--- src/rtl/halt_controller_if.sv ---
// End-of-run bus between the CPU writeback/memory stages and the halt controller.
// master = pipeline side, slave = halt controller.
interface halt_controller_if #(
    parameter int DATA_W = 16
);
    logic              wb_valid;
    logic              wb_is_halt;
    logic [DATA_W-1:0] wb_ret_val;
    logic              mem_busy;
    logic              stop_fetch;
    logic              is_halt;
    logic [DATA_W-1:0] ret_val;
    logic              timeout;
    logic [31:0]       cycle_count;

    modport master (
        output wb_valid, wb_is_halt, wb_ret_val, mem_busy,
        input  stop_fetch, is_halt, ret_val, timeout, cycle_count
    );

    modport slave (
        input  wb_valid, wb_is_halt, wb_ret_val, mem_busy,
        output stop_fetch, is_halt, ret_val, timeout, cycle_count
    );
endinterface

--- src/rtl/halt_controller.sv ---
// Catches a retiring halt, freezes fetch, drains the pipeline and memory, then raises is_halt.
// Also runs a free cycle counter with a watchdog that ends runaway programs in TIMED_OUT.
module halt_controller #(
    parameter int DATA_W         = 16,
    parameter int DRAIN_CYCLES   = 4,
    parameter int TIMEOUT_CYCLES = 500000
) (
    input  logic                clk,
    input  logic                rst,
    halt_controller_if.slave    bus
);
    localparam int DCW = (DRAIN_CYCLES < 1) ? 1 : $clog2(DRAIN_CYCLES + 1);

    localparam logic [1:0] ST_RUN       = 2'd0;
    localparam logic [1:0] ST_DRAIN     = 2'd1;
    localparam logic [1:0] ST_HALTED    = 2'd2;
    localparam logic [1:0] ST_TIMED_OUT = 2'd3;

    logic [1:0]        state_q, state_d;
    logic [DCW-1:0]    drain_q, drain_d;
    logic [DATA_W-1:0] ret_val_q, ret_val_d;
    logic [31:0]       cycle_q, cycle_d;
    logic              stop_fetch_q, is_halt_q, timeout_q;
    logic              wd_hit;

    assign wd_hit = (cycle_q == 32'(TIMEOUT_CYCLES));

    always_comb begin
        state_d   = state_q;
        drain_d   = drain_q;
        ret_val_d = ret_val_q;
        cycle_d   = cycle_q;
        case (state_q)
            ST_RUN: begin
                cycle_d = cycle_q + 32'd1;
                // A retiring halt takes priority over a watchdog hit on the same edge.
                if (bus.wb_valid && bus.wb_is_halt) begin
                    ret_val_d = bus.wb_ret_val;
                    drain_d   = DCW'(DRAIN_CYCLES);
                    state_d   = ST_DRAIN;
                end else if (wd_hit) begin
                    state_d = ST_TIMED_OUT;
                end
            end
            ST_DRAIN: begin
                cycle_d = cycle_q + 32'd1;
                if (drain_q == '0 && !bus.mem_busy) begin
                    state_d = ST_HALTED;
                end else if (wd_hit) begin
                    state_d = ST_TIMED_OUT;
                end else if (drain_q != '0) begin
                    drain_d = drain_q - DCW'(1);
                end
            end
            default: ;
        endcase
    end

    always_ff @(posedge clk or posedge rst) begin
        if (rst) begin
            state_q      <= ST_RUN;
            drain_q      <= '0;
            ret_val_q    <= '0;
            cycle_q      <= '0;
            stop_fetch_q <= 1'b0;
            is_halt_q    <= 1'b0;
            timeout_q    <= 1'b0;
        end else begin
            state_q      <= state_d;
            drain_q      <= drain_d;
            ret_val_q    <= ret_val_d;
            cycle_q      <= cycle_d;
            // Outputs decoded from next state so they track state_q without a lag.
            stop_fetch_q <= (state_d != ST_RUN);
            is_halt_q    <= (state_d == ST_HALTED);
            timeout_q    <= (state_d == ST_TIMED_OUT);
        end
    end

    assign bus.stop_fetch  = stop_fetch_q;
    assign bus.is_halt     = is_halt_q;
    assign bus.timeout     = timeout_q;
    assign bus.ret_val     = ret_val_q;
    assign bus.cycle_count = cycle_q;
endmodule

--- src/flat_wrapper.sv ---
// flat-port wrapper written by rule: the top's interface ports become plain ports
module halt_controller_flat 
#(
    parameter int DATA_W         = 16,
    parameter int DRAIN_CYCLES   = 4,
    parameter int TIMEOUT_CYCLES = 500000
)
  (clk, rst, bus_wb_valid, bus_wb_is_halt, bus_wb_ret_val, bus_mem_busy, bus_stop_fetch, bus_is_halt, bus_ret_val, bus_timeout, bus_cycle_count);
  halt_controller_if #(.DATA_W(DATA_W)) bus_i ();
  input  logic clk;
  input  logic rst;
  input wire logic [$bits(bus_i.wb_valid)-1:0] bus_wb_valid;
  input wire logic [$bits(bus_i.wb_is_halt)-1:0] bus_wb_is_halt;
  input wire logic [$bits(bus_i.wb_ret_val)-1:0] bus_wb_ret_val;
  input wire logic [$bits(bus_i.mem_busy)-1:0] bus_mem_busy;
  output wire logic [$bits(bus_i.stop_fetch)-1:0] bus_stop_fetch;
  output wire logic [$bits(bus_i.is_halt)-1:0] bus_is_halt;
  output wire logic [$bits(bus_i.ret_val)-1:0] bus_ret_val;
  output wire logic [$bits(bus_i.timeout)-1:0] bus_timeout;
  output wire logic [$bits(bus_i.cycle_count)-1:0] bus_cycle_count;
  assign bus_i.wb_valid = bus_wb_valid;
  assign bus_i.wb_is_halt = bus_wb_is_halt;
  assign bus_i.wb_ret_val = bus_wb_ret_val;
  assign bus_i.mem_busy = bus_mem_busy;
  assign bus_stop_fetch = bus_i.stop_fetch;
  assign bus_is_halt = bus_i.is_halt;
  assign bus_ret_val = bus_i.ret_val;
  assign bus_timeout = bus_i.timeout;
  assign bus_cycle_count = bus_i.cycle_count;
  halt_controller #(.DATA_W(DATA_W), .DRAIN_CYCLES(DRAIN_CYCLES), .TIMEOUT_CYCLES(TIMEOUT_CYCLES)) u_core (.clk(clk), .rst(rst), .bus(bus_i));
endmodule
--- config.mk ---
export PLATFORM = sky130hd
export DESIGN_NAME = halt_controller_flat
export DESIGN_NICKNAME = d
export VERILOG_FILES = /design/src/rtl/halt_controller_if.sv /design/src/rtl/halt_controller.sv /design/src/flat_wrapper.sv
export SDC_FILE = /design/constraint.sdc
export NUM_CORES = 1
export LEC_CHECK = 0
export BUFFER_PORTS_ARGS = -buffer_cell sky130_fd_sc_hd__clkbuf_2
export CAP_MARGIN = 20
export CORE_ASPECT_RATIO = 1.1
export CORE_MARGIN = 2
export CORE_UTILIZATION = 40
export DETAILED_ROUTE_END_ITERATION = 12
export PLACE_DENSITY_LB_ADDON = 0.05
export SLEW_MARGIN = 20
export SYNTH_ARGS = -nofsm -noshare
export SYNTH_HDL_FRONTEND = slang
export SYNTH_SLANG_ARGS = --single-unit
--- constraint.sdc ---
create_clock -name clk -period 5.2 [get_ports clk]
set_input_delay 0.26 -clock clk [delete_from_list [all_inputs] [get_ports clk]]
set_output_delay 0.26 -clock clk [all_outputs]
set_load 0.005 [all_outputs]
==> metrics.yaml <==
placed_design:
  dpl.hpwl_microns: 3760
  dp_cells: 367
  portBuffers: 71
  gp_congestion: 0.754
floorplan:
  start_util: 0.415
  core_sq_um: 6160
  die_w_microns: 80.2
  core.rowCount: 30
  die_h_microns: 87.8
  die_area_sq_um: 7040
  ios: 72
cts:
  cts-resized-gates: 0
  clkLatencyLatePin_ps: 300
  clock-root-buffer: "clkbuf_8"
  cts_sinks: 56
  cts_setup_buffers: 0
  hold_buffers: 0
  cts_inserted_buffers: 5
  h-tree-depth: 2
  cts_tree: "yes"
  path_clk_slew_ps: 100
  clockBufferDepth: 2
synth:
  synthTopCellsByArea: "dfrtp_1 55%, xnor2_1 8.2%, mux2_2 7.5%"
  ys_seq_area_frac: 0.549
  ys_seq_elements: 56
  synthDistinctLibCells: 37
  yosysTopAreaCellShare: 0.549
  synth_cells: 218
  ys.flop_type: "dfrtp_1"
  synth_edf_count: 0
  synth_nets: 243
  synth_largest_area_cell: "dfrtp_1"
  async_reset_ff_frac: 1.00
  synth.cell_area_sq_um: 2550
  synth_warnings: 0
  syn_area_per_cell_sq_um: 11.7
timing:
  rsz0062_at_grt: "false"
  max_freq_mhz: 478
  maxSlewHeadroom: 0.488
  fin_skew_ps: 7.43
  min_period_ps: 2090
  tns_ps: 0
  setup_viol: 0
  final_hold_viol_count: 0
  worst_pin_slew_ps: 764
  min_period_over_period: 0.402
  drv_slew: 0
critical_path:
  rr_endpoint: "u_core.bus.cycle_count[26]$_DFFE_PP0N_"
  cp.arrival_ps: 2290
  critPathLaunch: "u_core.bus.cycle_count[2]$_DFFE_PP0N_"
  r2r-start: "u_core.bus.cycle_count[2]$_DFFE_PP0N_"
  cp_data_required_time_ps: 5400
  cp_slowest_stage_delay_ps: 590
  path_class: "register to register"
  critPathLaunchType: "register"
  cp_cell_sequence: "nand4_1 -> or4_4 -> nor4_4 -> nand4_1 -> xnor2_1"
  crit_slowest_cell: "or4_4"
  critPathMostFrequentCell: "nand4_1"
  endpoint_kind: "register"
  r2r_slack_ps: 3110
  cp_max_fo: 8
  reg2reg_depth: 5
detailed_routing:
  drcViolationCount: 0
  ant_nets: 0
  vias: 1863
  routed_wl_microns: 5020
  drt_iter0_markers: 61
  via_per_inst: 4.97
  wl_per_cell_microns: 13.4
  dr.pass1.iters: 4
cells_and_area:
  fillers: 599
  final_layout_size_suffix_gt1_frac: 0.376
  nets: 319
  antenna_cells: 0
  area_growth_pct: 22.5
  instances_no_fill: 375
power_and_ir_drop:
  power.share.clock: 0.237
  seqPwrFrac: 0.502
  sw_frac_of_total: 0.290
  switching_power_w: 0.000373
  pwr-share-comb: 0.261
  leakage_nw: 1.48
  powerDensity_nw_per_um2: 412
  power_w: 0.00129
  p_int_w: 0.000914
  vdd_ir_drop_max_mv: 0.253
grt:
  grt_overflow: 0
  grt_pass1_wl_microns: 8760
  track_usage: 0.158
  grt_max_degree: 57
  antenna_found_initial: 0
  grt_pass1_vias: 1855
min_path:
  worst_hold_path_type: "input pin to asynchronous set/reset pin"
run_status:
  status: "completed"
job:
  maxCapViolCount: 0
state kept, by name, indices dropped and copies added, names as in the netlist:
name,cells
u_core.bus.stop_fetch,1
u_core.bus.cycle_count,32
u_core.state_q,2
u_core.bus.is_halt,1
u_core.drain_q,3
u_core.bus.timeout,1
u_core.bus.ret_val,16
worst max-delay path: cells and delay by family, from the launching register on:
kind / cells / cell delay [ps]
xor+xnor: 1 / 150
simple gates: 4 / 1340
flops: 1 / 500
power by group through the flow:
stage	Sequential, W	Combinational [W]	Clock, W
after floorplan	0.000637	0.000212	0
after global placement	0.000655	0.000341	0
after detailed placement	0.000658	0.000345	0
after CTS	0.000649	0.000347	0.000318
after global routing	0.000670	0.000385	0.000333
final	0.000647	0.000336	0.000305
per-layer routing:
| layer | vias up | wire length [microns] | global-route usage |
|---|---|---|---|
| met5 | - | 0 | 0 |
| met4 | 0 | 74 | 0.0462 |
| met3 | 7 | 246 | 0.0392 |
| met2 | 43 | 2470 | 0.257 |
| met1 | 906 | 2230 | 0.211 |
| li1 | 907 | - | - |
cells in the mapped netlist (all sizes together) (2+ instances only):
| cell | count |
|---|---|
| inv | 7 |
| or2 | 3 |
| nor4b | 2 |
| nand3 | 15 |
| nand2b | 5 |
| nor3 | 11 |
| nor4 | 5 |
| dfrtp | 56 |
| o21ai | 2 |
| mux2 | 17 |
| xnor2 | 24 |
| a211oi | 2 |
| xor2 | 7 |
| buf | 3 |
| nand4 | 8 |
| nor3b | 2 |
| a21oi | 2 |
| ha | 4 |
| and4 | 4 |
| nor2 | 10 |
| nand2 | 20 |
| mux2i | 2 |
cell usage in the layout, fill, tap and decap left out, types with 2 or more instances in the layout:
cell type / count
xnor2_1: 24
a21oi_1: 2
dfrtp_1: 56
clkbuf_2: 71
buf_4: 2
nor4b_1: 2
nand2_1: 19
nand4_1: 8
mux2i_1: 2
nor3b_1: 2
a211oi_1: 2
ha_1: 4
nor3_1: 10
o21ai_0: 2
nand2b_1: 5
inv_1: 6
nor4_1: 3
nand3_1: 14
mux2_2: 17
nor2_1: 10
and4_1: 2
or2_2: 3
xor2_1: 7
clkbuf_8: 7
per-stage QoR:
stage	cell area [sq um]	util	hold WS (ps)	worst slack, ps
2_1_floorplan	2550	-	412	3320
3_3_place_gp	3000	0.488	490	3110
3_5_place_dp	3000	0.488	494	3120
4_1_cts	3130	0.508	155	3090
5_1_grt	3130	0.508	169	2860
6_report	3130	0.508	115	3110
cell families after synthesis:
logic type	synth area share
buffers and inverters	0.0186
adder cells (fa/ha/maj)	0.0196
AND/OR/NAND/NOR	0.207
multiplexers	0.0828
AO/OA/AOI/OAI	0.0167
flip-flops	0.549
XOR/XNOR	0.106
final cells by class:
| type | instances | area, sq um | share of cell area |
|---|---|---|---|
| inverter | 7 | 26.3 | 0.00840 |
| tap | 80 | 100 | 0.0320 |
| clock inverter | 1 | 30.0 | 0.00960 |
| timing repair buffer | 73 | 370 | 0.118 |
| multi-input combinational | 151 | 1100 | 0.353 |
| clock buffer | 7 | 96.3 | 0.0308 |
| sequential | 56 | 1400 | 0.448 |
how the worst max path moves through the flow:
stage,cells after the start,slack [ps],to
after global placement,5,3110,u_core.bus.cycle_count[26]$_DFFE_PP0N_
after global routing,7,2860,u_core.drain_q[2]$_DFFE_PP0P_
after detailed placement,5,3120,u_core.bus.cycle_count[26]$_DFFE_PP0N_
after CTS,5,3090,u_core.bus.cycle_count[26]$_DFFE_PP0N_
after floorplan,6,3320,u_core.bus.cycle_count[26]$_DFFE_PP0N_
final,5,3110,u_core.bus.cycle_count[26]$_DFFE_PP0N_
Note: power is estimated with default switching activity, not from simulation.
